[config.mk]
export PLATFORM = sky130hd
export DESIGN_NAME = seg7_scan
export DESIGN_NICKNAME = d
export VERILOG_FILES = /design/src/rtl/seg7_scan.sv
export SDC_FILE = /design/constraint.sdc
export NUM_CORES = 1
export LEC_CHECK = 0
export BUFFER_PORTS_ARGS = -buffer_cell sky130_fd_sc_hd__buf_2
export CORE_MARGIN = 10
export CORE_UTILIZATION = 63
export CTS_BUF_LIST = sky130_fd_sc_hd__clkbuf_8
export DETAILED_ROUTE_END_ITERATION = 10
export GPL_ROUTABILITY_DRIVEN = 0
export HOLD_SLACK_MARGIN = 0.08
export PLACE_DENSITY = 0.95
export SLEW_MARGIN = 25
export SYNTH_ARGS = -nofsm -noshare
export SYNTH_HDL_FRONTEND = slang
export SYNTH_SLANG_ARGS = --single-unit
[constraint.sdc]
create_clock -name clk -period 3.5 [get_ports clk]
set_input_delay 0 -clock clk [delete_from_list [all_inputs] [get_ports clk]]
set_output_delay 0 -clock clk [all_outputs]
set_load 0.01 [all_outputs]
[src/rtl/seg7_scan.sv]
// Four-digit common-anode 7-segment scan driver with per-frame BCD snapshot.
// Optional leading-zero blanking is enabled by defining SEG7_LZB_EN.
module seg7_scan #(
    parameter int REFRESH_DIV = 100000,
    parameter int DP_DIGIT    = 2
) (
    input  logic       clk,
    input  logic       reset,
    input  logic [3:0] s0,
    input  logic [3:0] s1,
    input  logic [3:0] s2,
    input  logic [3:0] s3,
    output logic [3:0] an,
    output logic [6:0] seg,
    output logic       dp
);
    localparam int PW = $clog2(REFRESH_DIV);
    localparam logic [PW-1:0] TC_VAL = PW'(REFRESH_DIV - 1);

    logic [PW-1:0]   r_presc;
    logic [1:0]      r_idx;
    logic [3:0][3:0] r_snap;

    logic       w_tc;
    logic [3:0] w_digit;
    logic [6:0] w_dec;
    logic       w_blank;
    logic [3:0] w_an;
    logic       w_dp;

    assign w_tc    = (r_presc == TC_VAL);
    assign w_digit = r_snap[r_idx];
    assign w_an    = ~(4'b0001 << r_idx);
    assign w_dp    = (int'(r_idx) == DP_DIGIT) ? 1'b0 : 1'b1;

    always_comb begin
        w_dec = 7'b0111111;
        case (w_digit)
            4'd0: w_dec = 7'b1000000;
            4'd1: w_dec = 7'b1111001;
            4'd2: w_dec = 7'b0100100;
            4'd3: w_dec = 7'b0110000;
            4'd4: w_dec = 7'b0011001;
            4'd5: w_dec = 7'b0010010;
            4'd6: w_dec = 7'b0000010;
            4'd7: w_dec = 7'b1111000;
            4'd8: w_dec = 7'b0000000;
            4'd9: w_dec = 7'b0010000;
            default: w_dec = 7'b0111111;
        endcase
    end

`ifdef SEG7_LZB_EN
    // A digit blanks only if it and every more-significant digit are zero.
    always_comb begin
        w_blank = 1'b0;
        case (r_idx)
            2'd3: w_blank = (r_snap[3] == 4'd0);
            2'd2: w_blank = (r_snap[3] == 4'd0) && (r_snap[2] == 4'd0);
            2'd1: w_blank = (r_snap[3] == 4'd0) && (r_snap[2] == 4'd0) && (r_snap[1] == 4'd0);
            default: w_blank = 1'b0;
        endcase
    end
`else
    assign w_blank = 1'b0;
`endif

    always_ff @(posedge clk) begin
        if (reset) begin
            r_presc <= '0;
            r_idx   <= 2'd0;
            r_snap  <= '0;
            an      <= 4'b1111;
            seg     <= 7'b1111111;
            dp      <= 1'b1;
        end else begin
            r_presc <= w_tc ? '0 : r_presc + 1'b1;
            if (w_tc) r_idx <= r_idx + 2'd1;
            // Frame boundary: latch all four digits at once so a frame is never torn.
            if (w_tc && r_idx == 2'd3) r_snap <= {s3, s2, s1, s0};
            an  <= w_an;
            seg <= w_blank ? 7'b1111111 : w_dec;
            dp  <= w_dp;
        end
    end
endmodule

==> results.md <==
* Fmax at around 0.43 GHz
* Peak supply drop at around 0.37 mV
* Avg Cell Area, Syn at roughly 9 um^2
* Iter 0 DRT Violations at roughly 80
* R2R Path End: r_presc[6]
* Routed Antenna Nets at 0
* Total core area at between 3000 and 4000 um^2
* Via density at 5.635
* Mapped Nets at between 200 and 300
* Global-route wire length before repair at 8321 um
* Total grt overflow at 0
* DR WL/cell at ~16 um
* Layout cells sized above 1 at roughly 17%
* Initial antenna violation count at 0
* Critical register-to-register path startpoint: r_presc[5]
* Rows at 20
* Unique cell type count in the Yosys netlist at 31
* Root Driver: clkbuf_8
* Most common cell after layout, fill and taps aside: dfxtp_1
* DRC errors left at 0
* Die area at 5934 um^2
* Later-pin clock latency in the skew report at between 0.3 and 0.4 ns
* Fin nets at between 200 and 300
* Chip height at between 70 and 80 um
* Vias at between 1,500 and 2,000
* Area growth, synth to finish at 19.78%
* Worst r2r path cells at 4
* Yosys reg bits at 46
* Final WL at approximately 5000 um
* Crit path time final at roughly 2.3 ns
* Crit path to: r_presc[6]
* Element type at the critical path end: flip-flop
* Slew HR at between 50 and 60%
* Hold crit path type: in2reg
* Arr. time, crit path at around 2.5 ns
* Vias in the first global route at around 1,800
* GRT Util Overall at 17.46%
* Worst Skew at ~0.010 ns
* Crit path max fanout at 18
* Dpl hpwl at roughly 2800 um
* Post-synth ARST share at 0%
* CTS Buffer Depth at 2
* Clock-pin slew on the worst setup and hold paths at ~0.090 ns
* Die W at just under 80 um
* Hold WS at ~0.12 ns
* RSZ-0062 raised after global routing: false
* Setup crit start: r_presc[5]
* Ports at 30
* Pin count of the biggest net entering global routing at 28
* MaxCap Viol Count at 0
* CP startpoint kind: flip-flop
* Final period util at roughly two thirds
* CTS Sinks at 46
* Final Max Tran Viols at 0
* LEAKAGE at 0.8738 nW
* CTS Buf Count at 5
* Post-synth EDFFs at 0
* Syn Inst Count at between 200 and 250
* PD cells at about 400 nW/um^2
* Ys flop type: dfxtp_1
* Post-CTS resize count at 0
* Final hold viol count at 0
* DRT Pass-1 Iters at 4
* # setup viols final at 0
* CTS tree: built
* Netlist Area Pre-Place at 2049 um^2
* R2R Setup Slk at 1.18 ns
* CTS H-tree lvls at 2
* Antenna Cells at 0
* Port Buf Inserts at 29
* Final setup TNS at 0 ns
* Worst slew pin tran at around 0.69 ns
* Synth warn at 0
* Critical Path RT at approximately 3.7 ns
* Outcome: finished clean
* Initial Util at about two thirds
* Most frequent cells in the layout: dfxtp_1 (46), buf_2 (29), o21ai_0 (25), a21oi_1 (25), nand3_1 (21)
* Total Power at around 0.97 mW
* Register area share after synthesis at 44.93%
* WS Path Type: reg2reg
* Finished Core Util at about four fifths
-- registers in the layout, indices dropped and copies added, names as in the netlist --
| register | cells |
|---|---|
| seg | 7 |
| r_snap | 16 |
| r_presc | 17 |
| an | 4 |
| r_idx | 2 |
-- kinds of logic after synthesis --
logic type	share of synthesized area, %
compound gates	13.37
xor+xnor	5.128
fa+ha+maj	6.715
buf+inv	5.007
flops	44.93
mux	4.396
simple gates	20.45
-- cell usage after synthesis, types with 3 or more instances --
| master | number | area, um^2 |
|---|---|---|
| nor3_1 | 3 | 15.01 |
| inv_1 | 10 | 37.54 |
| nand2b_1 | 6 | 37.54 |
| xnor2_1 | 10 | 87.58 |
| clkbuf_1 | 10 | 37.54 |
| nor2_1 | 18 | 67.56 |
| buf_2 | 4 | 20.02 |
| o21ai_0 | 25 | 125.1 |
| dfxtp_1 | 46 | 920.9 |
| a21oi_1 | 25 | 125.1 |
| nand3_1 | 21 | 105.1 |
| nand2_1 | 10 | 37.54 |
| ha_1 | 11 | 137.6 |
| or3_1 | 4 | 25.02 |
| mux4_2 | 4 | 90.09 |
-- through the flow --
step	setup slack [ns]	instance area, um^2	std cells
finish	1.182	2455	310
global route	0.9439	2455	310
CTS	1.241	2455	310
detailed placement	1.253	2185	286
global placement	1.342	2185	286
floorplan	1.648	2049	228
-- per-layer routing --
layer	wire, um	part of all wire, %	track usage, %
met4	216	4.3	11.50
met1	1916	38	17.99
met3	366	7.3	6.294
met5	0	0	0
met2	2492	50	29.26
-- report_power, final --
| group | switching [mW] | internal, mW | leakage (nW) |
|---|---|---|---|
| sequential | 0.00394 | 0.530 | 0.374 |
| clock | 0.180 | 0.210 | 0.0556 |
| combinational | 0.0219 | 0.0263 | 0.444 |
-- cell type report --
cell class              count  area [um^2]
clock buffers               5        68.82
clock inverters             3        41.29
fillers                   172        623.1
inverters                  10        37.54
multi-input cells         157         1026
flip-flops and latches     46        920.9
well taps                  44        55.05
repair buffers             45        305.3
-- critical path: stages, from the launching register on --
cell and delay [ns]:
dfxtp_1 0.36, nor4b_1 0.44, nand4_1 0.56, nand2b_1 0.71
nor2_1 0.12
-- timing repair --
item	CTS	global route
setup buffers	0	0
hold buffers	16	0
endpoints found under the hold margin	16	0
-- worst min-delay path by stage --
stage	start	to	slack, ns	cells past startpoint
2_1_floorplan	s0[0]	r_snap[0]	0.15	2
3_3_place_gp	s1[0]	r_snap[4]	0.25	3
3_5_place_dp	s3[0]	r_snap[12]	0.27	3
4_1_cts	reset	r_idx[0]	0.11	2
5_1_grt	reset	r_snap[12]	0.16	2
6_report	reset	r_idx[0]	0.12	2
Power figures use the tool's default switching activity.
